===== src/rtl/ysyx_23060042_ifu_fetch.sv =====
// Instruction fetch stage: owns the PC and issues one imem request at a time.
// It holds each fetched word until decode takes it, follows execute-stage
// redirects, and stops for good on a committed ebreak.
module ysyx_23060042_ifu_fetch #(
    parameter int unsigned            INST_W   = 32,
    parameter logic [INST_W-1:0]      RESET_PC = 32'h8000_0000
) (
    input  logic              clk,
    input  logic              rst_n,
    output logic              imem_req_valid,
    input  logic              imem_req_ready,
    output logic [INST_W-1:0] imem_req_addr,
    input  logic              imem_rsp_valid,
    input  logic [INST_W-1:0] imem_rsp_data,
    input  logic              imem_rsp_err,
    output logic              inst_valid,
    input  logic              inst_ready,
    output logic [INST_W-1:0] inst,
    output logic [INST_W-1:0] inst_pc,
    output logic              inst_fault,
    input  logic              redirect_valid,
    input  logic [INST_W-1:0] redirect_pc,
    input  logic              halt,
    output logic              halted
);

    localparam logic [INST_W-1:0] PC_STEP = INST_W'(4);

    typedef enum logic [2:0] {
        S_BOOT = 3'd0,
        S_REQ  = 3'd1,
        S_WAIT = 3'd2,
        S_HOLD = 3'd3,
        S_HALT = 3'd4
    } state_e;

    state_e            state_q;
    logic [INST_W-1:0] pc_q;
    logic [INST_W-1:0] inst_q;
    logic [INST_W-1:0] inst_pc_q;
    logic              inst_fault_q;
    logic              drop_q;       // the outstanding response is stale
    logic              halt_pend_q;  // halt seen while a response is in flight

    logic              req_fire;
    logic              accept;
    logic [INST_W-1:0] redirect_tgt;

    // Handshake and redirect target decode; the target is word aligned.
    assign req_fire     = (state_q == S_REQ) && imem_req_ready;
    assign accept       = inst_valid && inst_ready;
    assign redirect_tgt = {redirect_pc[INST_W-1:2], 2'b00};

    // Low target bits are discarded on purpose.
    logic unused_redirect_lsbs;
    assign unused_redirect_lsbs = ^redirect_pc[1:0];

    // Fetch FSM with PC, held-instruction and drain bookkeeping.
    always_ff @(posedge clk or negedge rst_n) begin
        if (!rst_n) begin
            state_q      <= S_BOOT;
            pc_q         <= RESET_PC;
            inst_q       <= '0;
            inst_pc_q    <= '0;
            inst_fault_q <= 1'b0;
            drop_q       <= 1'b0;
            halt_pend_q  <= 1'b0;
        end else begin
            unique case (state_q)
                S_BOOT: begin
                    state_q <= S_REQ;
                end

                S_REQ: begin
                    if (redirect_valid) begin
                        pc_q <= redirect_tgt;
                        if (req_fire) begin
                            // Request already went out for the old PC.
                            drop_q  <= 1'b1;
                            state_q <= S_WAIT;
                        end
                    end else if (halt) begin
                        if (req_fire) begin
                            halt_pend_q <= 1'b1;
                            state_q     <= S_WAIT;
                        end else begin
                            state_q <= S_HALT;
                        end
                    end else if (req_fire) begin
                        state_q <= S_WAIT;
                    end
                end

                S_WAIT: begin
                    if (redirect_valid) begin
                        pc_q <= redirect_tgt;
                        if (imem_rsp_valid) begin
                            drop_q  <= 1'b0;
                            state_q <= halt_pend_q ? S_HALT : S_REQ;
                        end else begin
                            drop_q <= 1'b1;
                        end
                    end else if (imem_rsp_valid) begin
                        drop_q <= 1'b0;
                        if (halt_pend_q || halt) begin
                            state_q <= S_HALT;
                        end else if (drop_q) begin
                            state_q <= S_REQ;
                        end else begin
                            inst_q       <= imem_rsp_data;
                            inst_pc_q    <= pc_q;
                            inst_fault_q <= imem_rsp_err;
                            state_q      <= S_HOLD;
                        end
                    end else if (halt) begin
                        halt_pend_q <= 1'b1;
                    end
                end

                S_HOLD: begin
                    if (redirect_valid) begin
                        pc_q    <= redirect_tgt;
                        state_q <= S_REQ;
                    end else if (halt) begin
                        state_q <= S_HALT;
                    end else if (accept) begin
                        pc_q    <= pc_q + PC_STEP;
                        state_q <= S_REQ;
                    end
                end

                S_HALT: begin
                    drop_q      <= 1'b0;
                    halt_pend_q <= 1'b0;
                end

                default: begin
                    state_q <= S_BOOT;
                end
            endcase
        end
    end

    // Output decode from the state register; inst_valid is also squashed by a live redirect.
    assign imem_req_valid = (state_q == S_REQ);
    assign imem_req_addr  = (state_q == S_REQ) ? pc_q : '0;
    assign inst_valid     = (state_q == S_HOLD) && !redirect_valid;
    assign inst           = inst_q;
    assign inst_pc        = inst_pc_q;
    assign inst_fault     = inst_fault_q;
    assign halted         = (state_q == S_HALT);

endmodule


===== config.mk =====
export PLATFORM = sky130hd
export DESIGN_NAME = ysyx_23060042_ifu_fetch
export DESIGN_NICKNAME = d
export VERILOG_FILES = /design/src/rtl/ysyx_23060042_ifu_fetch.sv
export SDC_FILE = /design/constraint.sdc
export NUM_CORES = 1
export LEC_CHECK = 0
export CAP_MARGIN = 10
export CORE_UTILIZATION = 45
export CTS_CLUSTER_SIZE = 10
export DETAILED_ROUTE_END_ITERATION = 6
export GPL_ROUTABILITY_DRIVEN = 0
export MAX_ROUTING_LAYER = met4
export PLACE_DENSITY_LB_ADDON = 0.12
export SLEW_MARGIN = 40
export SYNTH_ARGS = -nofsm -noshare
export SYNTH_HDL_FRONTEND = slang
export SYNTH_SLANG_ARGS = --single-unit

===== constraint.sdc =====
create_clock -name clk -period 2.5 [get_ports clk]
set_clock_uncertainty 0.05 [all_clocks]
set_input_delay 0.25 -clock clk [delete_from_list [all_inputs] [get_ports clk]]
set_output_delay 0.25 -clock clk [all_outputs]
set_load 0.03 [all_outputs]

==> metrics.txt, run 1 <==
vias in the first global route 4162; CORE AREA 10420 um2; register area share after synthesis 50.53%; CTS Buf Count 9; buffer count from post-CTS setup fixing 0; clk sink count 98; Worst IR Drop VDD 780.6 uV; # fillers 844; post-route core utilization 65.50%; CTS clk-pin slew, worst paths 0.10 ns; CP arrival 1.95 ns; Logic pwr share 53.8%; pin count of the biggest net entering global routing 60; fmax 0.4452 GHz; simple-gate area share of the yosys netlist 16.62%; Min-Delay Path Class in -> async; cell count after placement 740; Initial Util 46.62%; worst slew pin tran 0.6355 ns; antenna violations before repair 0; setup total negative slack 0 ns; Clock Tree Buf Depth 2; fraction of registers with async set/reset 100.0%; Synth Area in Compound Gates 13.30%; leakage power 0.002999 uW; Worst EP required 2.20 ns; Worst setup EP type output pin; htree depth 3; pre-CTS setup slack 0.2926 ns; cell taking the most area after synthesis dfrtp_1; CTS tree yes; unrepaired setup endpoints after global routing no; GR Overflow Total 0; Crit Path Max Fanout 14; Max Slew Vio Count 0; DIE HEIGHT 105.9 um; share of post-route cells with drive strength above 1 20.45%; drt wl/cell 16.64 um; mux share of post-synthesis cell area 14.61%; IO buf count 165; Synth Area in Adders 0.2577%; final count of hold timing violations 0; Post-Synth XOR/XNOR Area 0%; Synth Instances 453; run status finished, final reports clean; Final ANT Viol Nets 0; final net count 689; post-route insts no fill 757; clk_lat worst skew 0.35 ns; Die Area 11210 um2; number of flops mapped to enable cells by yosys 0; Synth area leaders dfrtp_1 (50%), mux2_2 (13%), and2_1 (4.0%); Post-synth top flop dfrtp_1; via count 4112; Via-to-Cell Ratio 5.432; Clock Root Buffer clkbuf_8; Mean Syn Cell Area 10.72 um2; Flop pwr share 34.2%; top cell type's share of synthesized area 49.99%; io pins 172; Pre-antenna DRT Iters 5; relative slew slack 57.63%; DR iter-0 viols 202; most common cell after layout, fill and taps aside clkdlybuf4s50_1; most frequent cells in the layout clkdlybuf4s50_1 (133), dfrtp_1 (97), mux2_2 (57); Power, Total 8571 uW; site row count 37; maxcap violations 0; Routed WL 12600 um; die width 105.9 um; global-route usage over all layers 23.99%; setup violators final 0; type of origin of the critical path flop; first-pass GRT wire length 20530 um; sw frac 44.45%; Remaining DRCs 0; Tmin final 2.246 ns; yosys warns 0; main combinational cell family by area after synthesis simple AND/OR/NAND/NOR gates; setup ws final 0.2537 ns; Cell variety after synth 51; Pint 4761 uW; FF+latch count, synth 98; Clk pwr share 12.0%; WS Path Type reg -> out; HPWL after DPL 9091 um; Area Growth Syn to Fin 40.50%; diode count 0; Power Dens Cells 1256 nW/um2; P_sw 3810 uW; crit share post-route 89.85%; Synth Cell Area 4856 um2
==> cell families after synthesis <==
kind of cell,count (synthesis)
simple gates,144
flops,98
mux,63
other cells,1
buf+inv,43
fa+ha+maj,1
compound gates,103
==> final cells by class <==
cell class / instances / area [um2] / area share (%)
timing repair buffer: 183 / 1762 / 25.82
clock buffer: 11 / 131.4 / 1.926
multi-input combinational: 315 / 2208 / 32.37
clock inverter: 5 / 63.81 / 0.9353
sequential: 98 / 2454 / 35.96
tap: 136 / 170.2 / 2.494
inverter: 9 / 33.78 / 0.4951
==> critical path, cell delays in order (launching register included) <==
cell and delay [ns]:
dfrtp_1 0.50, nor3b_2 0.29, buf_4 0.23, and2_1 0.14, dlygate4sd2_1 0.43
==> power groups by stage <==
| stage | Clock (uW) | Sequential (uW) | Combinational [uW] |
|---|---|---|---|
| after floorplan | 0 | 3580 | 2130 |
| after global placement | 0 | 2900 | 4620 |
| after detailed placement | 0 | 2950 | 4680 |
| after CTS | 1060 | 2920 | 4660 |
| after global routing | 1130 | 3050 | 4910 |
| final | 1030 | 2930 | 4610 |
==> repair_timing <==
item                                    CTS  global route
endpoints found under the hold margin    44             0
endpoints found under the setup margin    8             1
hold buffers                              1             0
gates resized for setup                   8             1
==> per-stage QoR <==
stage | cell area [um2] | hold slack [ns]
floorplan | 4867 | -0.09559
global placement | 6625 | 0.2600
detailed placement | 6625 | 0.2598
CTS | 6820 | 0.3916
global route | 6823 | 0.3853
finish | 6823 | 0.3926
==> cells in the mapped netlist, types with 3 or more instances <==
library cell   n
nand3_2        3
mux2_1         6
nand2_1       26
a2bb2oi_1     13
nor3_1         6
nand3b_1       3
nor3_2         3
o22ai_1       16
a21oi_1       38
buf_4          6
mux2_2        57
buf_6          4
o21ai_0       19
nand4_1       11
and3_1         6
or3_1          3
dfrtp_1       97
and2_1        31
buf_2          7
clkbuf_1      14
a32oi_1        3
inv_1          8
nand3_1       19
nor2_1        21
==> flip-flops by register name, summed over array words and instances, names as in the netlist <==
register and flops:
inst_pc 30, inst 32, state_q 3, pc_q 30
halt_pend_q 1, drop_q 1, inst_fault 1
==> worst paths after layout <==
path / cells after the start / to / start / slack, ns
setup / recovery: 4 / imem_req_addr[23] / state_q[1]$_DFFE_PN0P_ / 0.25
hold / removal: 2 / inst_pc[7]$_DFFE_PN0P_ / rst_n / 0.39
setup reg to reg: 6 / pc_q[24]$_DFFE_PN0P_ / pc_q[2]$_DFFE_PN0P_ / 0.45
hold reg to reg: 1 / inst[6]$_DFFE_PN0P_ / inst[6]$_DFFE_PN0P_ / 0.45
max in group asynchronous: 3 / inst[21]$_DFFE_PN0P_ / rst_n / 1.35
min in group clk: 3 / pc_q[2]$_DFFE_PN0P_ / redirect_pc[2] / 0.40
==> layer usage <==
layer	share of wire [%]	wire (um)	global-route usage, %	vias up
met3	6.7	843	4.947	9
met2	49	6117	38.75	148
met4	0.84	106	6.845	0
li1	-	-	-	1956
met5	0	0	-	-
met1	44	5532	30.60	1999
Note: power is estimated with default switching activity, not from simulation.
==> run 2, diff against run 1 <==
--- a/config.mk
+++ b/config.mk
@@ -10,8 +10,7 @@
 export CTS_CLUSTER_SIZE = 10
 export DETAILED_ROUTE_END_ITERATION = 6
 export GPL_ROUTABILITY_DRIVEN = 0
-export MAX_ROUTING_LAYER = met4
-export PLACE_DENSITY_LB_ADDON = 0.12
+export PLACE_DENSITY_LB_ADDON = 0.3
 export SLEW_MARGIN = 40
 export SYNTH_ARGS = -nofsm -noshare
 export SYNTH_HDL_FRONTEND = slang
==> metrics.txt, run 2 (same netlist as run 1, synthesis figures left out) <==
run status finished, final reports clean; P_sw 3812 uW (about the same); first-pass GRT wire length 20980 um (+2.2%); Final Instance Area 6840 um2 (+0.26%); Via-to-Cell Ratio 5.476 (+0.81%); crit share post-route 94.06% (+4.2 points); type of origin of the critical path flop; CTS Buf Count 9 (unchanged); maxcap violations 0 (unchanged); CORE AREA 10420 um2 (unchanged); Max Slew Vio Count 0 (unchanged); Die Area 11210 um2 (unchanged); top sig layer met4; HPWL after DPL 9325 um (+2.6%); dpl cell area 6623 um2 (about the same); Power Dens Cells 1270 nW/um2 (+1.1%); Final ANT Viol Nets 0 (unchanged); Pre-antenna DRT Iters 4 (-1); Routed WL 12850 um (+2.0%); Remaining DRCs 0 (unchanged); Worst IR Drop VDD 748.8 uV (-4.1%); setup violators final 0 (unchanged); max reg flops 32 (unchanged); via count 4140 (+0.68%); global-route usage over all layers 23.79% (-0.20 points); fmax 0.4253 GHz (-4.5%); sw frac 43.87% (-0.58 points); most common cell after layout, fill and taps aside clkdlybuf4s50_1; most frequent cells in the layout clkdlybuf4s50_1 (133), dfrtp_1 (97), mux2_2 (57); diode count 0 (unchanged); relative slew slack 58.39% (+0.75 points); Initial Util 46.62% (unchanged); worst slew pin tran 0.6242 ns (-0.01130 ns); Worst EP required 2.20 ns (about the same); CTS clk-pin slew, worst paths 0.10 ns (about the same); met2 routed WL 6040 um (-1.3%); unrepaired setup endpoints after global routing no; met3 WL 1235 um (+47%); met1 wire length 5322 um (-3.8%); clk sink count 98 (unchanged); htree depth 3 (unchanged); leakage power 0.003025 uW (+0.86%); io pins 172 (unchanged); IO buf count 165 (unchanged); CTS tree yes; setup total negative slack 0 ns (unchanged); clk_lat worst skew 0.36 ns (about the same); Logic pwr share 53.1% (-0.7 points); DR iter-0 viols 203 (+0.50%); DIE HEIGHT 105.9 um (unchanged); share of post-route cells with drive strength above 1 20.32% (-0.13 points); Pint 4877 uW (+2.4%); Flop pwr share 33.8% (-0.4 points); Worst setup EP type output pin; CP arrival 2.05 ns (+0.10 ns); antenna violations before repair 0 (unchanged); Crit Path Max Fanout 13 (-1); Min-Delay Path Class in -> async; Clock Root Buffer clkbuf_8; site row count 37 (unchanged); pin count of the biggest net entering global routing 59 (-1.7%); GR Overflow Total 0 (unchanged); Clock Tree Buf Depth 2 (unchanged); vias in the first global route 4328 (+4.0%); Clk pwr share 13.0% (+1.0 points); drt wl/cell 17.00 um (+2.1%); final count of hold timing violations 0 (unchanged); Area Growth Syn to Fin 40.87%; final net count 688 (-0.15%); Tmin final 2.352 ns (+0.1052 ns); WS Path Type reg -> out; die width 105.9 um (unchanged)
-- run 2: cell count changes in the layout (fill, tap and decap cells not counted), sizes merged --
cell / change
clkinvlp: -1
dlygate4sd2: +2
clkinv: +2
inv: -1
clkbuf: -1
buf: -3
bufinv: +1
-- run 2: metal layers --
metal	up-vias	GRT usage [%]
met5	-	0
met4	0	9.623
met3	18	8.225
met2	163	38.52
met1	2012	28.98
li1	1947	-
-- run 2: layout make-up --
class,count,area [um2]
clock inverter,6,80.08
fill,843,3576
timing repair buffer,182,1757
tap,136,170.2
sequential,98,2454
inverter,9,33.78
multi-input combinational,315,2208
clock buffer,10,137.6
-- run 2: through the flow --
step	util (%)	setup slack (ns)	hold slack, ns	cells	total power (uW)
finish	65.67	0.1484	0.4051	756	8689
global route	65.67	0.02729	0.4309	756	9187
CTS	65.65	0.03183	0.4000	756	8760
detailed placement	63.58	0.2549	0.2584	739	7642
global placement	63.58	0.2918	0.2534	739	7506
floorplan	-	0.5075	-0.09559	456	5712
-- run 2: worst paths after layout --
check	start	slack [ns]	cells past startpoint	end
hold / removal	rst_n	0.41	2	pc_q[15]$_DFFE_PN0P_
min in group clk	redirect_pc[3]	0.42	3	pc_q[3]$_DFFE_PN0P_
setup reg to reg	pc_q[17]$_DFFE_PN0P_	0.43	5	pc_q[28]$_DFFE_PN0P_
hold reg to reg	inst[6]$_DFFE_PN0P_	0.44	1	inst[6]$_DFFE_PN0P_
max in group asynchronous	rst_n	1.29	3	inst[18]$_DFFE_PN0P_
setup / recovery	state_q[1]$_DFFE_PN0P_	0.15	3	imem_req_valid
-- run 2: power groups by stage --
stage	Sequential (uW)	Clock (uW)	Combinational, uW
after global placement	2900	0	4600
after floorplan	3580	0	2130
final	2940	1130	4620
after detailed placement	2960	0	4680
after CTS	2940	1170	4650
after global routing	3050	1220	4920
-- run 2: critical path, cell delays in order, from the launching register on --
cell,delay (ns)
dfrtp_1,0.51
nor3b_2,0.29
buf_4,0.22
clkdlybuf4s50_1,0.68
-- run 2: timing repair --
| item | 4_1_cts | 5_1_grt |
|---|---|---|
| resized for setup | 10 | 1 |
| hold buffers | 1 | 0 |
| buffers inserted | 0 | 0 |
| pin swaps | 0 | 0 |
| setup endpoints to repair | 10 | 1 |
| endpoints found under the hold margin | 45 | 0 |
==> run 3, diff against run 2 <==
--- a/config.mk
+++ b/config.mk
@@ -5,7 +5,6 @@
 export SDC_FILE = /design/constraint.sdc
 export NUM_CORES = 1
 export LEC_CHECK = 0
-export CAP_MARGIN = 10
 export CORE_UTILIZATION = 45
 export CTS_CLUSTER_SIZE = 10
 export DETAILED_ROUTE_END_ITERATION = 6
==> results of run 3 <==
No change in the layout: final DEF, timing and power equal those of run 2.
